===== src/rtl/disp_scan_ctrl.sv =====
// Four-digit seven-segment scan controller: drives one digit per slot with an
// optional all-dark gap between slots; every output comes straight from a register.
`timescale 1ns/1ps
module disp_scan_ctrl #(
  parameter int ON_CYCLES    = 100000,
  parameter int BLANK_CYCLES = 1000
) (
  input  logic       clk,
  input  logic       reset,
  input  logic [7:0] in0,
  input  logic [7:0] in1,
  input  logic [7:0] in2,
  input  logic [7:0] in3,
  input  logic [3:0] en,
  output logic [3:0] anode,
  output logic [7:0] cathode,
  output logic       frame_tick
);

  localparam int MAX_CYCLES = (ON_CYCLES > BLANK_CYCLES) ? ON_CYCLES : BLANK_CYCLES;
  localparam int CW = (MAX_CYCLES > 1) ? $clog2(MAX_CYCLES) : 1;
  localparam logic [CW-1:0] ON_LAST    = CW'(ON_CYCLES - 1);
  localparam logic [CW-1:0] BLANK_LAST = (BLANK_CYCLES > 0) ? CW'(BLANK_CYCLES - 1) : '0;

  typedef enum logic {BLANK, DRIVE} state_t;

  state_t          state_reg, state_next;
  logic [1:0]      idx_reg, idx_next;
  logic [CW-1:0]   cnt_reg, cnt_next;
  logic [3:0]      anode_reg, anode_next;
  logic [7:0]      cathode_reg, cathode_next;
  logic            tick_reg, tick_next;

  logic            enter_drive;
  logic [1:0]      entry_idx;
  logic [3:0][7:0] in_bus;
  logic [3:0]      sel_anode [4];
  logic [7:0]      sel_cath  [4];

  assign in_bus = {in3, in2, in1, in0};

  // Per-digit slot-entry values; a disabled digit stays dark but keeps its slot.
  genvar gi;
  generate
    for (gi = 0; gi < 4; gi++) begin : g_digit
      assign sel_anode[gi] = en[gi] ? ~(4'b0001 << gi) : 4'hF;
      assign sel_cath[gi]  = en[gi] ? in_bus[gi] : 8'hFF;
    end
  endgenerate

  always_ff @(posedge clk) begin
    if (reset) begin
      state_reg   <= BLANK;
      idx_reg     <= 2'd0;
      cnt_reg     <= '0;
      anode_reg   <= 4'hF;
      cathode_reg <= 8'hFF;
      tick_reg    <= 1'b0;
    end else begin
      state_reg   <= state_next;
      idx_reg     <= idx_next;
      cnt_reg     <= cnt_next;
      anode_reg   <= anode_next;
      cathode_reg <= cathode_next;
      tick_reg    <= tick_next;
    end
  end

  always_comb begin
    state_next   = state_reg;
    idx_next     = idx_reg;
    cnt_next     = cnt_reg;
    anode_next   = anode_reg;
    cathode_next = cathode_reg;
    tick_next    = 1'b0;
    enter_drive  = 1'b0;
    entry_idx    = idx_reg;

    case (state_reg)
      BLANK: begin
        if (BLANK_CYCLES == 0 || cnt_reg == BLANK_LAST) begin
          enter_drive = 1'b1;
          cnt_next    = '0;
        end else begin
          cnt_next = cnt_reg + 1'b1;
        end
      end
      DRIVE: begin
        if (cnt_reg == ON_LAST) begin
          cnt_next = '0;
          idx_next = idx_reg + 2'd1;
          if (BLANK_CYCLES > 0) begin
            state_next   = BLANK;
            anode_next   = 4'hF;
            cathode_next = 8'hFF;
          end else begin
            // No gap: go straight into the next digit's slot.
            enter_drive = 1'b1;
            entry_idx   = idx_reg + 2'd1;
          end
        end else begin
          cnt_next = cnt_reg + 1'b1;
        end
      end
      default: begin
        state_next = BLANK;
        cnt_next   = '0;
      end
    endcase

    // Inputs are captured only here; they are held for the whole slot.
    if (enter_drive) begin
      state_next   = DRIVE;
      anode_next   = sel_anode[entry_idx];
      cathode_next = sel_cath[entry_idx];
      tick_next    = (entry_idx == 2'd0);
    end
  end

  assign anode      = anode_reg;
  assign cathode    = cathode_reg;
  assign frame_tick = tick_reg;

endmodule

===== config.mk =====
export PLATFORM = sky130hd
export DESIGN_NAME = disp_scan_ctrl
export DESIGN_NICKNAME = d
export VERILOG_FILES = /design/src/rtl/disp_scan_ctrl.sv
export SDC_FILE = /design/constraint.sdc
export NUM_CORES = 1
export LEC_CHECK = 0
export CAP_MARGIN = 5
export CORE_MARGIN = 10
export CORE_UTILIZATION = 38
export DETAILED_ROUTE_END_ITERATION = 10
export GPL_TIMING_DRIVEN = 0
export PLACE_DENSITY = 0.73
export REMOVE_ABC_BUFFERS = 1
export SLEW_MARGIN = 20
export SYNTH_ARGS = -nofsm -noshare
export SYNTH_HDL_FRONTEND = slang
export SYNTH_SLANG_ARGS = --single-unit

===== constraint.sdc =====
create_clock -name clk -period 2.1 [get_ports clk]
set_input_delay 0.21 -clock clk [delete_from_list [all_inputs] [get_ports clk]]
set_output_delay 0.21 -clock clk [all_outputs]
set_load 0.05 [all_outputs]

# Word-level counts from Yosys, hierarchy flattened
# Cells that the tools add are included.
# Widths: inputs -> output; s select.
[totals]
out_inout_bits = 13
input_bits = 38
reg_bits = 33
[classes]
eq_ne = 2
n_reduce_logical = 6
n_bitwise = 3
mux = 28
n_addsub = 2
order_cmp = 1
[ops]
columns = ["op", "n"]
rows = [
  ["$mux 8", 9],
  ["$mux 17", 2],
  ["$pmux 17 s2", 1],
  ["$mux 4", 6],
  ["$add 17x1->17 const B", 1],
  ["$eq 17x10->1 const B", 1],
  ["$eq 17x17->1 const B", 1],
  ["$bmux 8 s2", 1],
  ["$bmux 4 s2", 1],
  ["$mux 1", 5],
  ["$reduce_and 2->1", 2],
  ["$reduce_bool 2->1", 2],
  ["$ge 3x3->1 const B", 1],
  ["$mux 3", 1],
  ["$not 2->3", 1],
  ["$add 2x1->2 const B", 1],
  ["$logic_not 2->1", 1],
  ["$mux 2", 1],
  ["$not 1->1", 2],
  ["$pmux 1 s2", 1],
  ["$reduce_or 2->1", 1],
]

# Logic depth before layout (Yosys ltp)
# Gate-level depths: netlist (run 1).
[logic_depth]
word_depth = 5
depth_mapped = 7

# Least setup slack after synthesis (run 1)
# OpenSTA, ideal clock, no wires.
[synth_timing]
path_kind = "reg-to-reg"
from = "register cnt_reg[11]"
to = "register cnt_reg[4]"
n_path_buf = 2
stages_incl_launch_ff = 7
arrival_time_ps = 1685
slack_ps = 282
period_less_slack_ps = 1818
setup_ps = 133
required_ps = 1967
path_cell_list = "dfxtp_1 -> or4_4 -> nor4_4 -> a22o_4 -> buf_6 -> buf_6 -> nor3_1"
[synth_between]
elab_chain_cells = 3
word_cells_on_any_way = 5
cone_classes = "eq/ne (2); mux (3)"
[synth_lines]
columns = ["item", "line_no", "source"]
rows = [
  ["start, declared", "29", "logic [CW-1:0] cnt_reg, cnt_next;"],
  ["start signal, assigned", "62", "cnt_reg <= cnt_next;"],
  ["$eq 17x17->1 / $eq 17x10->1 (equally long branches)", "89, 81", ""],
  ["$mux 17, on equally long branches", "89, 81", ""],
  ["$pmux 17 s2 (*)", "79", "case (state_reg)"],
]
# Every way passes the cells marked *; elsewhere a longest branch is shown, timed or not.
# A chain may end at the register's enable or synchronous reset.

# Final worst setup path (run 1)
[layout_timing]
from = "register cnt_reg[10]"
to = "register anode_reg[3] (netlist: anode[3])"
[layout_between]
elab_chain_cells = 5
word_cells_on_any_way = 8
cone_classes = "eq/ne (2); mux (3); reduce/logical (3)"
[layout_lines]
columns = ["item", "line_no", "source"]
rows = [
  ["$eq 17x10->1", "81", "if (BLANK_CYCLES == 0 || cnt_reg == BLANK_LAST) begin"],
  ["$mux 1", "81", ""],
  ["$pmux 1 s2", "79", ""],
  ["$reduce_bool 2->1 (no line)", "--", ""],
  ["$reduce_and 2->1 (no line)", "--", ""],
  ["end signal, assigned", "63", "anode_reg <= anode_next;"],
  ["end, declared", "30", "logic [3:0] anode_reg, anode_next;"],
]
# Several ways; a longest one is shown, not always the timed one.

==> flow_summary.ini, run 1 <==
[setup_path]
crit_chain = or4b_1 > nor4_4 > buf_6 > a22o_4 > o32a_1
worst-path-buf-inv = 1
crit_slowest_cell = or4b_1
cp_top_family = simple AND/OR/NAND/NOR gates
cp_slowest_stage_delay_ns = 0.59
crit_path_start_kind = flip-flop
criticalPathCategory = reg2reg
r2r-end = anode[3]
end_kind = flip-flop
path_max_fanout = 18
regToRegSetupSlack_ns = 0.13
crit_required_ns = 2.33
crit_arrival_ns = 2.21
worst_r2r_path_depth = 5
regToRegStartpoint = cnt_reg[10]

[layout]
layout_commonest_cell = clkdlybuf4s50_1
drive_above_1_share = 0.134
mostFrequentLayoutCells = 49 x clkdlybuf4s50_1, 33 x dfxtp_1, 17 x nor3_1
final_core_util = 0.550
largest_reg_flops = 17
stdcell_area_um2 = 2460
fillers = 403
multi_input_area_um2 = 1050
diodes = 0
fin_nets = 277
syn_to_final_growth_pct = 36.7
seq_area_um2 = 661

[pwr]
power_density_nw_per_um2 = 560
leakage_nw = 0.750
peakVddDrop_mv = 0.400

[yosys]
ys.flop_type = dfxtp_1
netlist_area_um2 = 1800
synth_warnings = 0
ys_seq_area_frac = 0.367
synth-seq-cells = 33
synth_edf_count = 0
async_flop_share = 0
synth_cell_types = 45
syn_avg_cell_area_um2 = 9.42
synthCells = 191

[timing]
min_period_ns = 1.97
maxSlewHeadroom = 0.624
period_share = 0.940
tightest_slew_ns = 0.558
hold_viol = 0
skew_ns = 0.00801
setup_tns_ns = 0
worst_slack_ns = 0.126
max_freq_mhz = 507
drv_slew = 0
setup_viol = 0
rsz0062_at_grt = no

[floorplan]
dieArea_um2 = 7890
core_area_um2 = 4470
ios = 51
dieHeight_um = 88.8
fp-row-count = 24
start_util = 0.402
die_x_um = 88.8

[cts]
htree_levels = 2
clk_pin_slew_ns = 0.07
cts_root_buf = clkbuf_8
clk_latency_ns = 0.29
hold_buffers = 0
clkSinkCount = 33
cts_buffers = 5
cts_tree = yes
cts_buffer_depth = 2

[placement]
pre_cts_ws_ns = -0.375
io_buffer_count = 50
place.gp.congestion = 0.811
dp_hpwl_um = 3690
place_area_um2 = 2320

[global_routing]
antenna_found_initial = 0
grt_util_all_layers = 0.132
grt_pass1_vias = 1712
grt-ovfl-total = 0
grt_pass1_wl_um = 8280
grt_max_degree = 30

[routing]
drt_iter0_markers = 75
drt-wirelength-per-cell_um = 17.2
drtPass1Iterations = 4
ant_nets = 0
vias = 1690
via_per_inst = 5.83
routed_wl_um = 5000
drc = 0

[worst_hold_path]
hold_class = in2reg
hp-start = reset
min_path_cells = 2
min_to = cathode[1]

[run]
cap_violations = 0

[outcome]
outcome = complete, no violations
## report_power, final
| part | leakage (nW) | internal (mW) | total, mW | switching, mW |
|---|---|---|---|---|
| logic | 0.424 | 0.0812 | 0.121 | 0.0400 |
| clock network | 0.0585 | 0.387 | 0.620 | 0.234 |
| registers | 0.267 | 0.631 | 0.635 | 0.00474 |
## metrics by stage
step | std cells | hold slack (ns) | power, mW
final | 290 | 0.392 | 1.38
after global routing | 290 | 0.409 | 1.44
after CTS | 290 | 0.396 | 1.39
after detailed placement | 281 | 0.479 | 0.770
after global placement | 279 | 0.473 | 0.764
after floorplan | 177 | 0.279 | 0.674
## layer usage
layer,up-vias,GRT usage,wire length [um]
li1,829,-,-
met1,780,0.162,2290
met2,74,0.207,2060
met3,7,0.0460,572
met4,0,0.0529,71
met5,-,0,0
## worst reg2reg max path, stage by stage (launching register included)
cell	delay (ns)
dfxtp_1	0.38
or4b_1	0.59
nor4_4	0.31
buf_6	0.21
a22o_4	0.27
o32a_1	0.17
## final cells by class
| class | instances | share of cell area |
|---|---|---|
| clock buffers | 7 | 0.0351 |
| clock inverters | 1 | 0.0122 |
| inverters | 6 | 0.00916 |
| multi-input cells | 138 | 0.428 |
| flip-flops and latches | 33 | 0.269 |
| well taps | 52 | 0.0264 |
| repair buffers | 53 | 0.220 |
## worst max-delay path by stage
stage,cells after the start,to,start,slack (ns)
after floorplan,4,anode[2],cnt_reg[11],-0.05
after global placement,3,anode[2],cnt_reg[3],-0.66
after detailed placement,5,cathode[2],cnt_reg[11],-0.38
after CTS,5,cathode[2],cnt_reg[11],0.009
after global routing,5,cnt_reg[11],cnt_reg[10],0.01
final,5,anode[3],cnt_reg[10],0.13
## synth_stat cells (2+ instances only)
master / number / area (um^2)
o21ai_0: 2 / 10.0
a2bb2oi_2: 8 / 120
xor2_1: 3 / 26.3
o221ai_1: 15 / 131
nand4_1: 12 / 75.1
or4b_1: 2 / 20.0
xnor2_1: 8 / 70.1
clkbuf_1: 9 / 33.8
nor3_1: 18 / 90.1
ha_1: 2 / 25.0
nand2_1: 8 / 30.0
nor4_1: 4 / 25.0
inv_1: 5 / 18.8
buf_6: 3 / 33.8
nand2b_1: 2 / 12.5
a22oi_2: 2 / 25.0
nor4_4: 2 / 42.5
o21ai_1: 2 / 10.0
nor3b_1: 2 / 15.0
and3_1: 2 / 12.5
nor2_1: 12 / 45.0
or3_1: 2 / 12.5
a22oi_1: 2 / 15.0
nand3_1: 7 / 35.0
dfxtp_1: 33 / 661
a21oi_1: 3 / 15.0
or4_4: 2 / 22.5
a211oi_1: 2 / 15.0
## what timing repair did
item,4_1_cts,5_1_grt
pin swaps,1,0
buffers inserted,1,0
gates resized for setup,0,3
setup endpoints to repair,29,6
## cells by family (layout without fill, tap and decap cells)
kind of cell	Yosys count	count (layout)	synth area share
xor gates and xnor gates	11	11	0.0536
AOI/OAI and AO/OA	43	43	0.229
and+or+nand+nor	82	82	0.280
buffers and inverters	20	67	0.0563
DFF	33	33	0.367
adders and majority gates	2	2	0.0139
Note: power is estimated with default switching activity, not from simulation.
==> inputs of run 2 (changes only) <==
--- a/config.mk
+++ b/config.mk
@@ -6,7 +6,7 @@
 export NUM_CORES = 1
 export LEC_CHECK = 0
 export CAP_MARGIN = 5
-export CORE_MARGIN = 10
+export CORE_MARGIN = 2
 export CORE_UTILIZATION = 38
 export DETAILED_ROUTE_END_ITERATION = 10
 export GPL_TIMING_DRIVEN = 0
==> constraint.sdc (replaced) <==
create_clock -name clk -period 2.2 [get_ports clk]
set_input_delay 0.22 -clock clk [delete_from_list [all_inputs] [get_ports clk]]
set_output_delay 0.22 -clock clk [all_outputs]
set_load 0.05 [all_outputs]
==> run 2 against run 1 <==
Compared with the run above: total power down 16%; worst setup slack better by 0.025 ns; clock-buffer cell count down 1; final area down 1.7%; clock skew down 0.0036 ns; global-route usage up 5.3 points; routed wire length down 8.1%; non-clock buffer count unchanged; largest cell class unchanged; largest power group unchanged.
==> flow_summary.ini, run 2 (synthesis results as in run 1) <==
[setup_path]
crit_slowest_cell = or4_4
path_max_fanout = 6
crit_chain = or4_4 > nor4_4 > a22oi_1 > buf_6 > a2bb2oi_2
criticalPathCategory = reg2reg
end_kind = flip-flop
crit_arrival_ns = 2.28
cp_top_family = simple AND/OR/NAND/NOR gates
worst_r2r_path_depth = 5
path_depth = 5
cp_slowest_stage_delay_ns = 0.59
crit_path_start_kind = flip-flop
worst-path-buf-inv = 1
crit_required_ns = 2.43

[floorplan]
fp-row-count = 25
dieArea_um2 = 5300
start_util = 0.389
core_area_um2 = 4630
ios = 51
die_x_um = 72.8
dieHeight_um = 72.8

[timing]
period_share = 0.931
tightest_slew_ns = 0.843
maxSlewHeadroom = 0.435
rsz0062_at_grt = no
skew_ns = 0.00444
setup_tns_ns = 0
hold_viol = 0
min_period_ns = 2.05
max_freq_mhz = 488
worst_slack_ns = 0.151
setup_viol = 0
drv_slew = 0
fin_hold_ws_ns = 0.400

[cts]
htree_levels = 2
cts_root_buf = clkbuf_8
clkSinkCount = 33
cts_buffers = 5
clk_latency_ns = 0.29
clk_pin_slew_ns = 0.07
cts.repair.resized = 0
cts_tree = yes
cts_buffer_depth = 2

[pwr]
p_clk_frac = 0.378
leakage_nw = 0.732
switching_power_mw = 0.261
peakVddDrop_mv = 0.290
p_sw_frac = 0.225
p_seq_frac = 0.523
power_density_nw_per_um2 = 479
p_comb_frac = 0.099
p_int_mw = 0.898
total_power_mw = 1.16

[routing]
routed_wl_um = 4600
drc = 0
ant_nets = 0
via_per_inst = 5.69
drt-wirelength-per-cell_um = 15.7
drtPass1Iterations = 4
drt_iter0_markers = 113
vias = 1661

[worst_hold_path]
hold_class = in2reg
min_path_cells = 2

[global_routing]
grt_pass1_wl_um = 7580
grt_max_degree = 24
grt-ovfl-total = 0
grt_pass1_vias = 1652
antenna_found_initial = 0
grt_util_all_layers = 0.186

[layout]
fillers = 446
diodes = 0
drive_above_1_share = 0.130
fin_nets = 277
layout_commonest_cell = clkdlybuf4s50_1
syn_to_final_growth_pct = 34.4
mostFrequentLayoutCells = 49 x clkdlybuf4s50_1, 33 x dfxtp_1, 17 x nor3_1
largest_reg_flops = 17
final_core_util = 0.522

[placement]
place.gp.congestion = 0.839
pre_cts_ws_ns = -0.194
io_buffer_count = 50
dp_hpwl_um = 3300

[outcome]
outcome = complete, no violations

[run]
cap_violations = 0
run 2: cell count changes in the layout (fill, tap and decap cells not counted), sizes merged:
cell    change
bufinv      -1
clkbuf      -1
clkinv      +2
run 2: per-stage QoR:
stage          cell area, um^2  cells
4_1_cts                   2420    292
3_5_place_dp              2330    283
2_1_floorplan             1720    177
3_3_place_gp              2290    281
6_report                  2420    292
5_1_grt                   2420    292
run 2: power by group through the flow:
stage                     sequential (mW)  clock, mW  combinational [mW]
after floorplan                     0.619          0              0.0246
after detailed placement            0.620          0               0.114
after global placement              0.620          0               0.108
after global routing                0.607      0.482               0.123
final                               0.607      0.438               0.114
after CTS                           0.606      0.458               0.115
run 2: cell type report:
class                      count  area, um^2  area share
clock buffer                   6        72.6      0.0300
clock inverter                 2        10.0     0.00414
inverter                       6        22.5     0.00932
multi-input combinational    138        1040       0.431
sequential                    33         661       0.273
tap                           54        67.6      0.0280
timing repair buffer          53         542       0.224
run 2: routing by layer:
metal  vias to the layer above  wire (um)  global-route usage  share of wire
li1                        833          -                   -              -
met1                       768       2070               0.215           0.45
met2                        56       2130               0.309           0.46
met3                         4        339              0.0635          0.074
met4                         0         56              0.0823          0.012
met5                         -          0                   0              0
run 2: timing repair:
item                       4_1_cts  5_1_grt
setup endpoints to repair       11        0
hold buffers                     0        0
setup buffers                    1        0
run 2: worst reg2reg max path, delay by kind of cell (launching register included):
| kind | cells | cell delay, ns |
|---|---|---|
| DFF | 1 | 0.35 |
| and+or+nand+nor | 2 | 0.97 |
| AOI/OAI and AO/OA | 2 | 0.41 |
| buffers and inverters | 1 | 0.26 |
run 2: final timing paths:
path | endpoint | startpoint | slack, ns
setup reg to reg | cathode[2] | cnt_reg[11] | 0.15
setup / recovery | cathode[2] | cnt_reg[11] | 0.15
hold reg to reg | cnt_reg[0] | cnt_reg[0] | 0.48
hold / removal | state_reg | reset | 0.40
==> inputs of run 3 (changes only) <==
--- a/config.mk
+++ b/config.mk
@@ -7,10 +7,10 @@
 export LEC_CHECK = 0
 export CAP_MARGIN = 5
 export CORE_MARGIN = 2
-export CORE_UTILIZATION = 38
+export CORE_UTILIZATION = 47
 export DETAILED_ROUTE_END_ITERATION = 10
 export GPL_TIMING_DRIVEN = 0
-export PLACE_DENSITY = 0.73
+export PLACE_DENSITY = 0.86
 export REMOVE_ABC_BUFFERS = 1
 export SLEW_MARGIN = 20
 export SYNTH_ARGS = -nofsm -noshare
==> run 3 against run 2 <==
Compared with the run above: combinational power barely moved; clock-buffer cell count grew 1; clock skew up 0.0029 ns; worst setup slack worse by 0.064 ns; cell count down 1.4%; final area rose by 1.1%; clock power grew 12%; global-route usage rose by 3.7 points; via count up 4.9%; die area decreased by 18%.
==> flow_summary.ini, run 3 (synthesis results as in run 1) <==
[outcome]
outcome = complete, no violations

[timing]
period_share = 0.960
hold_viol = 0
drv_slew = 0
min_period_ns = 2.11
setup_tns_ns = 0
maxSlewHeadroom = 0.414
setup_viol = 0
max_freq_mhz = 473
tightest_slew_ns = 0.874
fin_hold_ws_ns = 0.360
skew_ns = 0.00738

[layout]
drive_above_1_share = 0.146
syn_to_final_growth_pct = 35.9
largest_reg_flops = 17
fillers = 301
seq_area_um2 = 661
mostFrequentLayoutCells = 49 x clkdlybuf4s50_1, 33 x dfxtp_1, 17 x nor3_1
diodes = 0
layout_commonest_cell = clkdlybuf4s50_1
fin_nets = 279
final_core_util = 0.668
multi_input_area_um2 = 1050
fin_cells = 288

[pwr]
power_density_nw_per_um2 = 496
p_int_mw = 0.962
switching_power_mw = 0.251
peakVddDrop_mv = 0.371
total_power_mw = 1.21
p_seq_frac = 0.500
p_comb_frac = 0.095
p_clk_frac = 0.405
leakage_nw = 0.751
p_sw_frac = 0.207

[setup_path]
end_kind = flip-flop
crit_required_ns = 2.41
crit_arrival_ns = 2.32
criticalPathCategory = reg2reg
path_max_fanout = 6
crit_path_start_kind = flip-flop

[cts]
clkSinkCount = 33
cts_buffers = 5
htree_levels = 2
clk_latency_ns = 0.28
cts_tree = yes
clk_pin_slew_ns = 0.07
hold_buffers = 0
cts_buffer_depth = 2
cts_root_buf = clkbuf_8

[global_routing]
antenna_found_initial = 0
grt-ovfl-total = 0
grt_util_all_layers = 0.223
grt_pass1_wl_um = 7610
grt_pass1_vias = 1731
grt_max_degree = 27

[floorplan]
core_area_um2 = 3660
dieArea_um2 = 4340
start_util = 0.491
die_x_um = 65.9
dieHeight_um = 65.9
ios = 51
fp-row-count = 22

[routing]
drtPass1Iterations = 4
ant_nets = 0
routed_wl_um = 4510
drc = 0
vias = 1742
via_per_inst = 6.05
drt_iter0_markers = 132
drt-wirelength-per-cell_um = 15.6

[worst_hold_path]
hold_class = in2reg

[placement]
place.gp.congestion = 0.793
dp_hpwl_um = 3260
place_inst = 277
io_buffer_count = 50

[run]
cap_violations = 0
run 3: changes by cell type in the layout (fill, tap and decap cells not counted):
cell      delta
a22oi_1      -1
a22oi_2      +1
buf_4        +3
buf_6        -1
clkbuf_1     -1
clkbuf_8     +2
clkinv_2     -1
run 3: power by group through the flow:
stage | clock network [mW] | registers (mW) | logic (mW)
2_1_floorplan | 0 | 0.619 | 0.0246
6_report | 0.491 | 0.607 | 0.115
3_5_place_dp | 0 | 0.620 | 0.115
5_1_grt | 0.546 | 0.607 | 0.124
3_3_place_gp | 0 | 0.620 | 0.108
4_1_cts | 0.505 | 0.607 | 0.115
run 3: worst max-delay path, stage by stage, from the launching register on:
cell	delay, ns
dfxtp_1	0.38
or4b_1	0.62
nor4_4	0.40
a22oi_2	0.22
buf_4	0.26
a22oi_1	0.17
run 3: path summary, 6_finish.rpt:
check	startpoint	to	slack, ns	depth (start not counted)
setup / recovery	cnt_reg[8]	anode[2]	0.09	5
hold / removal	reset	state_reg	0.36	2
setup reg to reg	cnt_reg[8]	anode[2]	0.09	5
hold reg to reg	cnt_reg[0]	cnt_reg[0]	0.48	1
run 3: area by class of cell:
type                            count  area share
Clock inverter                      1     0.00205
Clock buffer                        7      0.0394
Timing Repair Buffer               55       0.226
Inverter                            6     0.00921
Multi-Input combinational cell    138       0.428
Tap cell                           48      0.0246
Sequential cell                    33       0.270
run 3: layer usage:
layer | wire length, um | GRT usage
met1 | 1750 | 0.235
met2 | 2180 | 0.413
met3 | 486 | 0.0596
met4 | 89 | 0.0911
met5 | 0 | 0
run 3: stage by stage:
step                      cell area [um^2]  setup WS, ns
after floorplan                       1720        0.0519
after global placement                2280        -0.421
after detailed placement              2320        -0.322
after CTS                             2430         0.105
after global routing                  2440      -0.00495
final                                 2440        0.0870
run 3: timing repair:
item,CTS,global route
pin swaps,1,1
resized for setup,1,0
setup endpoints to repair,11,1
buffers inserted,1,2
cloned,0,0
